## src/rtl/layer0_input_packer.sv

```systemverilog
// layer0_input_packer
// Collects NUM_FEATURES quantized features (one per stream beat) into a flat
// vector for the layer-0 neuron LUTs. An assembly register fills while the
// output register holds the previous vector. Malformed frames are dropped.
// They raise a sticky flag and are tallied in a saturating counter.
module layer0_input_packer #(
    parameter int NUM_FEATURES = 16,
    parameter int FEAT_BITS    = 2,
    parameter int ERR_CNT_W    = 8
) (
    input  logic                              clk,
    input  logic                              rst_n,
    input  logic                              s_valid,
    output logic                              s_ready,
    input  logic [FEAT_BITS-1:0]              s_data,
    input  logic                              s_last,
    output logic                              m_valid,
    input  logic                              m_ready,
    output logic [NUM_FEATURES*FEAT_BITS-1:0] m_data,
    output logic                              frame_err,
    input  logic                              err_clr,
    output logic [ERR_CNT_W-1:0]              err_count
);

    localparam int VEC_W = NUM_FEATURES * FEAT_BITS;
    localparam int IDX_W = (NUM_FEATURES > 1) ? $clog2(NUM_FEATURES) : 1;
    localparam logic [IDX_W-1:0] LAST_IDX = IDX_W'(NUM_FEATURES - 1);

    typedef enum logic [0:0] {
        FILL    = 1'b0,
        DISCARD = 1'b1
    } state_t;

    // Saturating increment: the counter sticks at all-ones instead of wrapping.
    function automatic logic [ERR_CNT_W-1:0] sat_inc(input logic [ERR_CNT_W-1:0] v);
        logic [ERR_CNT_W-1:0] r;
        if (&v) begin
            r = v;
        end else begin
            r = v + ERR_CNT_W'(1);
        end
        return r;
    endfunction

    state_t               state_r;
    state_t               state_nxt_s;
    logic [IDX_W-1:0]     idx_r;
    logic [VEC_W-1:0]     asm_r;
    logic [VEC_W-1:0]     asm_nxt_s;
    logic [VEC_W-1:0]     m_data_r;
    logic                 m_valid_r;
    logic                 frame_err_r;
    logic [ERR_CNT_W-1:0] err_count_r;
    logic                 ready_en_r;
    logic                 s_ready_s;

    logic accept_s;
    logic fill_accept_s;
    logic at_last_s;
    logic complete_s;
    logic err_event_s;
    logic consume_s;

    assign accept_s      = s_valid & s_ready_s;
    assign fill_accept_s = accept_s & (state_r == FILL);
    assign at_last_s     = (idx_r == LAST_IDX);
    assign complete_s    = fill_accept_s & at_last_s & s_last;
    // A short frame ends early; a long frame runs past the final slot.
    assign err_event_s   = fill_accept_s & ((~at_last_s & s_last) | (at_last_s & ~s_last));
    assign consume_s     = m_valid_r & m_ready;

    assign s_ready   = s_ready_s;
    assign m_valid   = m_valid_r;
    assign m_data    = m_data_r;
    assign frame_err = frame_err_r;
    assign err_count = err_count_r;

    // FSM state register.
    always_ff @(posedge clk or negedge rst_n) begin
        if (!rst_n) begin
            state_r <= FILL;
        end else begin
            state_r <= state_nxt_s;
        end
    end

    // FSM next-state: a long frame enters DISCARD until its s_last beat.
    always_comb begin
        state_nxt_s = state_r;
        case (state_r)
            FILL: begin
                if (fill_accept_s && at_last_s && !s_last) begin
                    state_nxt_s = DISCARD;
                end else begin
                    state_nxt_s = FILL;
                end
            end
            DISCARD: begin
                if (accept_s && s_last) begin
                    state_nxt_s = FILL;
                end else begin
                    state_nxt_s = DISCARD;
                end
            end
            default: state_nxt_s = FILL;
        endcase
    end

    // FSM output: stall only the completing beat while the held vector is
    // unconsumed; a same-cycle consume frees the output register in time.
    always_comb begin
        s_ready_s = 1'b0;
        if (ready_en_r && !((state_r == FILL) && at_last_s && m_valid_r && !m_ready)) begin
            s_ready_s = 1'b1;
        end else begin
            s_ready_s = 1'b0;
        end
    end

    // Keeps s_ready low until the first clock after reset release.
    always_ff @(posedge clk or negedge rst_n) begin
        if (!rst_n) begin
            ready_en_r <= 1'b0;
        end else begin
            ready_en_r <= 1'b1;
        end
    end

    // Slot index: advances per accepted feature, restarts on any frame end.
    always_ff @(posedge clk or negedge rst_n) begin
        if (!rst_n) begin
            idx_r <= '0;
        end else if (fill_accept_s) begin
            if (at_last_s || s_last) begin
                idx_r <= '0;
            end else begin
                idx_r <= idx_r + IDX_W'(1);
            end
        end else begin
            idx_r <= idx_r;
        end
    end

    // Assembly vector with the current beat merged in, so the final feature
    // can go straight to the output register on the completing edge.
    always_comb begin
        asm_nxt_s = asm_r;
        for (int k = 0; k < NUM_FEATURES; k++) begin
            if (fill_accept_s && (idx_r == IDX_W'(k))) begin
                asm_nxt_s[k*FEAT_BITS +: FEAT_BITS] = s_data;
            end else begin
                asm_nxt_s[k*FEAT_BITS +: FEAT_BITS] = asm_r[k*FEAT_BITS +: FEAT_BITS];
            end
        end
    end

    // Assembly register.
    always_ff @(posedge clk or negedge rst_n) begin
        if (!rst_n) begin
            asm_r <= '0;
        end else begin
            asm_r <= asm_nxt_s;
        end
    end

    // Output register: load on completion (even while consuming), else
    // drop valid on consume, else hold.
    always_ff @(posedge clk or negedge rst_n) begin
        if (!rst_n) begin
            m_valid_r <= 1'b0;
            m_data_r  <= '0;
        end else if (complete_s) begin
            m_valid_r <= 1'b1;
            m_data_r  <= asm_nxt_s;
        end else if (consume_s) begin
            m_valid_r <= 1'b0;
            m_data_r  <= m_data_r;
        end else begin
            m_valid_r <= m_valid_r;
            m_data_r  <= m_data_r;
        end
    end

    // Framing-error flag and counter; a clear in the same cycle wins.
    always_ff @(posedge clk or negedge rst_n) begin
        if (!rst_n) begin
            frame_err_r <= 1'b0;
            err_count_r <= '0;
        end else if (err_clr) begin
            frame_err_r <= 1'b0;
            err_count_r <= '0;
        end else if (err_event_s) begin
            frame_err_r <= 1'b1;
            err_count_r <= sat_inc(err_count_r);
        end else begin
            frame_err_r <= frame_err_r;
            err_count_r <= err_count_r;
        end
    end

endmodule

```

## config.mk

```make
export PLATFORM = sky130hd
export DESIGN_NAME = layer0_input_packer
export DESIGN_NICKNAME = d
export VERILOG_FILES = /design/src/rtl/layer0_input_packer.sv
export SDC_FILE = /design/constraint.sdc
export NUM_CORES = 1
export LEC_CHECK = 0
export ABC_CLOCK_PERIOD_IN_PS = 4500
export BUFFER_PORTS_ARGS = -buffer_cell sky130_fd_sc_hd__buf_2
export CELL_PAD_IN_SITES_DETAIL_PLACEMENT = 1
export CELL_PAD_IN_SITES_GLOBAL_PLACEMENT = 2
export CORE_MARGIN = 4
export CORE_UTILIZATION = 35
export CTS_CLUSTER_SIZE = 24
export DETAILED_ROUTE_END_ITERATION = 8
export PLACE_DENSITY_LB_ADDON = 0.2
export SYNTH_ARGS = -nofsm -noshare
export SYNTH_HDL_FRONTEND = slang
export SYNTH_SLANG_ARGS = --single-unit
```

## constraint.sdc

```tcl
create_clock -name clk -period 4.5 [get_ports clk]
set_clock_uncertainty 0.2 [all_clocks]
set_input_delay 0.225 -clock clk [delete_from_list [all_inputs] [get_ports clk]]
set_output_delay 0.225 -clock clk [all_outputs]
set_load 0.03 [all_outputs]
```

# == Word-level counts from Yosys, hierarchy flattened ==
# Index checks and enable logic that the tools add are counted.
# op_classes
addsub,2
n_eq_ne,16
muxes,28
bitwise,12
reduce_logical,31
# op_table
op,n
$eq 4x4->1 const B,8
$mux 2,16
$mux 8,3
$logic_and 1x1->1,22
$eq 4x3->1 const B,4
$add 8x1->8 const B,1
$and 1x1->1,8
$eq 4x2->1 const B,2
$reduce_and 8->1,1
$mux 1,7
$add 4x1->4 const B,1
$eq 4x1->1 const B,1
$logic_not 4->1,1
$mux 4,1
$reduce_bool 2->1,2
$logic_not 1->1,3
$not 1->1,3
$ne 2x2->1 const B,1
$pmux 1 s2,1
$reduce_and 2->1,1
$logic_or 1x1->1,1
$or 1x1->1,1
# word_totals
regBits,80
input_bits,8
elab_cells,97

# == Longest topological paths before layout ==
# logic_depth
depth_word,13
ltp_mapped,7
depth_no_buf,7

# == Worst setup path after synthesis ==
# Ideal clock, no wire load.
# synth_path
path_type,register -> register
startpoint,register idx_r[0]
endpoint,"register err_count_r[6], in the netlist err_count[6]"
setup_time_ns,0.078
arrival_ns,1.901
t_required_ns,4.222
path_slack_ns,2.321
path_stages_with_launch,8
n_path_buf,0
path_cell_list,dfrtp_1 -> ha_1 -> nand2_1 -> ha_1 -> nand2_1 -> or3_1 -> or4_1 -> a21oi_1
# synth_between
elab_chain_cells,12
elab_cells_between_ends,16
cone_classes,eq/ne: 1; mux: 1; bitwise: 7; reduce/logical: 7
# synth_rtl
item,line_no,source
"start, declared",47,logic [IDX_W-1:0] idx_r;
"start signal, assigned",137,idx_r <= idx_r + IDX_W'(1);
"start signal, assigned",140,idx_r <= idx_r;
$eq 4x4->1 (*),66,assign at_last_s = (idx_r == LAST_IDX);
$logic_and 1x1->1 (3 in series),113,if (ready_en_r && !((state_r == FILL) && at_last_s && m_valid_r && !m_ready)) begin
$logic_not 1->1,113,
$logic_and 1x1->1,113,
$mux 1,113,
$and 1x1->1,64,assign accept_s = s_valid & s_ready_s;
$and 1x1->1,65,assign fill_accept_s = accept_s & (state_r == FILL);
$and 1x1->1 (*),69,assign err_event_s = fill_accept_s & ((~at_last_s & s_last) | (at_last_s & ~s_last));
$reduce_bool 2->1 (no source line) (*),-,
$reduce_and 2->1 (no source line) (*),-,
"end signal, assigned",194,err_count_r <= sat_inc(err_count_r);
"end signal, assigned",197,err_count_r <= err_count_r;
"end, declared",53,logic [ERR_CNT_W-1:0] err_count_r;
# Every way passes the cells marked *; elsewhere a longest branch is shown, timed or not.
# A chain may end at the register's enable or synchronous reset.

# == Worst setup path in the final report ==
# layout_path
startpoint,register idx_r[0]
endpoint,"register m_data_r[9], in the netlist m_data[9]"
# layout_between
elab_chain_cells,11
elab_cells_between_ends,14
cone_classes,eq/ne: 2; mux: 2; bitwise: 4; reduce/logical: 6
# layout_rtl
item,line_no,source
$eq 4x4->1,66,
$logic_and 1x1->1 (3 in series),113,
$logic_not 1->1,113,
$logic_and 1x1->1,113,
$mux 1,113,
$and 1x1->1,64,
$and 1x1->1,65,
$and 1x1->1 or $logic_and 1x1->1 (tied branches),"67, 149",
$and 1x1->1 or $mux 2 (tied branches),"67, 149",
"end signal, assigned",174,m_data_r <= asm_nxt_s;
"end signal, assigned",177,m_data_r <= m_data_r;
"end signal, assigned",180,m_data_r <= m_data_r;
"end, declared",50,logic [VEC_W-1:0] m_data_r;
# Several ways; a longest one is shown, not always the timed one.

==> results.sh <==
export IMPL_rsz0062_at_grt="false"
export IMPL_period_share_pct=57.07
export IMPL_clockRootBuffer="clkbuf_8"
export IMPL_ioPinCount=51
export IMPL_core_mm2=0.009240
export IMPL_crit_chain="ha_1 -> nand4b_2 -> nor3b_2 -> nand2_1 -> buf_4 -> mux2_1"
export IMPL_hold_buffers=4
export IMPL_routabilityCongestion=0.7307
export IMPL_hpwlAfterDp_um=4718
export IMPL_fp_row_count=35
export IMPL_grt_usage_pct=13.60
export IMPL_diodes=0
export IMPL_worst_setup_path_start_kind="register"
export IMPL_final_nets=319
export IMPL_period_minus_slack_ns=2.568
export IMPL_area_delta_synth_final_pct=18.89
export IMPL_post_cts_buffers=0
export IMPL_startpoint="idx_r[0]$_DFFE_PN0P_"
export IMPL_drc=0
export IMPL_synth_enable_flop_cells=0
export IMPL_die_w_um=105.6
export IMPL_cts_sinks=78
export IMPL_initial_core_util_pct=36.06
export IMPL_hold_start="m_ready"
export IMPL_switchingPower_uw=476.2
export IMPL_arrival_ns=2.60
export IMPL_synth_most_common_cell="dfrtp_1"
export IMPL_p_comb_share_pct=15.8
export IMPL_viasPerCell=4.891
export IMPL_cp_slowest_cell="dfrtp_1"
export IMPL_overflow=0
export IMPL_r2r_start="idx_r[0]$_DFFE_PN0P_"
export IMPL_cts_tree="yes"
export IMPL_synth_avg_cell_area_um2=13.38
export IMPL_min_path_type="primary input to register"
export IMPL_synth_ff_type="dfrtp_1"
export IMPL_power_frac_clock_pct=32.9
export IMPL_cts_htree_levels=3
export IMPL_vias=2147
export IMPL_ant_nets=0
export IMPL_grt_max_degree=79
export IMPL_status="finished clean"
export IMPL_cts_made_buffers=9
export IMPL_netSwitchingFraction_pct=28.27
export IMPL_slew_violations=0
export IMPL_drv_cap=0
export IMPL_ir_worst_vdd_mv=0.1893
export IMPL_worstMarginPinSlew_ns=0.9978
export IMPL_die_h_um=105.6
export IMPL_grt_pass1_vias=2263
export IMPL_ys_seq_area_share_pct=58.58
export IMPL_yosysTopAreaCell="dfrtp_1"
export IMPL_io_buffers=50
export IMPL_netlist_instances=249
export IMPL_n_fill_cell=985
export IMPL_worstPathRequired_ns=4.53
export IMPL_dieArea_mm2=0.01115
export IMPL_antenna_found_initial=0
export IMPL_synth_warning_count=0
export IMPL_drt_first_pass_iters=4
export IMPL_worstPathMaxFanout=21
export IMPL_grt_pass1_wl_um=11980
export IMPL_hold_violations=0
export IMPL_drive_above_1_share_pct=41.94
export IMPL_clk_path_buf_depth=2
export IMPL_p_per_area_mw_per_mm2=425.1
export IMPL_finalSetupTns_ns=0
export IMPL_cts_resized=0
export IMPL_holdWs_ns=0.04879
export IMPL_async_flop_share_pct=100.0
export IMPL_critPathMaxStageDelay_ns=0.44
export IMPL_path_class="register to register"
export IMPL_ys_types=36
export IMPL_routed_wl_um=6922
export IMPL_p_seq_share_pct=51.3
export IMPL_clk_latency_ns=0.35
export IMPL_drt_iter0_drc=38
export IMPL_p_int_uw=1208
export IMPL_synth_nets=263
export IMPL_synth_area_leaders="dfrtp_1 (59%), mux2_2 (20%), ha_1 (2.3%), mux2_1 (1.7%), nand2_1 (1.6%)"
export IMPL_slew_headroom_pct=33.48
export IMPL_setup_viol=0
export IMPL_clock_fmax_ghz=0.3894
export IMPL_synth_seq_cells=78
export IMPL_netlist_top_cells_count="dfrtp_1 (78), mux2_2 (58), nand2_1 (14), nor2_1 (13)"
export IMPL_synth_top_cell_area_share_pct=58.58
export IMPL_power_leakage_uw=0.002012
export IMPL_wire_per_inst_um=15.77
export IMPL_syn_cell_area_mm2=0.003332
export IMPL_cts_clk_slew_worst_paths_ns=0.09
export IMPL_end_kind="register"
[final timing paths]
check	to	slack, ns	cells past startpoint
max in group asynchronous	err_count[2]$_DFFE_PN0P_	3.06	2
worst max register to register	m_data[9]$_DFFE_PN0P_	1.93	6
worst min-delay path	m_valid$_DFFE_PN0P_	0.05	3
worst max-delay path	m_data[9]$_DFFE_PN0P_	1.93	6
worst min register to register	m_data[8]$_DFFE_PN0P_	0.29	1
min in group asynchronous	err_count[3]$_DFFE_PN0P_	0.37	2
[metrics by stage]
step	area (um2)	worst slack [ns]	std cells	util (%)	total power, uW
global placement	3711	1.917	419	40.16	1138
CTS	3961	1.870	439	42.87	1720
floorplan	3332	2.321	249	-	1062
detailed placement	3711	1.884	419	40.16	1149
finish	3961	1.932	439	42.87	1684
global route	3961	1.771	439	42.87	1789
[layout by cell type (no fill, tap or decap), types with 2 or more instances in the layout]
master          n
a31oi_1         2
inv_1           3
or4_1           4
nor2b_1         3
nand2_1        14
ha_1            6
nand2b_1        5
inv_8           2
buf_4           2
nor4_1          2
o21ai_0         2
a21o_1          2
nor2_1         13
dlygate4sd3_1   4
mux2_4          2
inv_6           3
a21oi_1         6
mux2_1          5
nand4_1         3
clkbuf_8        9
nand3_1         2
buf_2          49
nor3_1          4
dfrtp_1        78
nand3b_1        2
o31ai_1         4
or3_1           5
mux2_2         58
nand4b_1        3
[layout make-up]
class | instances | area, um2 | share of cell area [%]
clock buffers | 9 | 123.9 | 3.127
clock inverters | 7 | 86.33 | 2.179
inverters | 3 | 11.26 | 0.2843
well taps | 129 | 161.4 | 4.075
repair buffers | 55 | 300.3 | 7.581
multi-input cells | 158 | 1326 | 33.48
flip-flops and latches | 78 | 1952 | 49.27
[power groups by stage]
stage          clock network (uW)  logic, uW  registers (uW)
2_1_floorplan                   0        188             874
6_report                      554        266             864
3_3_place_gp                    0        266             872
3_5_place_dp                    0        270             879
5_1_grt                       611        302             877
4_1_cts                       579        275             866
[worst max-delay path: cells and delay by family, from the launching register on]
family | cells | cell delay [ns]
mux | 1 | 0.34
fa+ha+maj | 1 | 0.29
buf+inv | 1 | 0.38
simple gates | 3 | 0.79
flops | 1 | 0.44
[registers in the layout (all words and copies together) (netlist names)]
| register | flops |
|---|---|
| asm_r | 30 |
| err_count | 8 |
| frame_err | 1 |
| idx_r | 4 |
| m_data | 32 |
| m_valid | 1 |
| ready_en_r | 1 |
| state_r | 1 |
[cell families (layout without fill, tap and decap cells)]
logic type	Yosys count	in the layout	share of synthesized area, %
other	1	1	0.1125
AOI/OAI and AO/OA	19	19	3.680
muxes	66	66	22.49
buffers and inverters	13	74	1.615
adders and majority gates	6	6	2.253
and+or+nand+nor	66	66	11.27
DFF	78	78	58.58
[per-layer routing]
layer | part of all wire (%) | track usage [%] | wire length, um
met2 | 49 | 21.49 | 3361
met5 | 0 | 0 | 0
met1 | 46 | 18.01 | 3215
met4 | 1.2 | 4.255 | 80
met3 | 3.8 | 4.042 | 265
(Power assumes the default switching activity.)
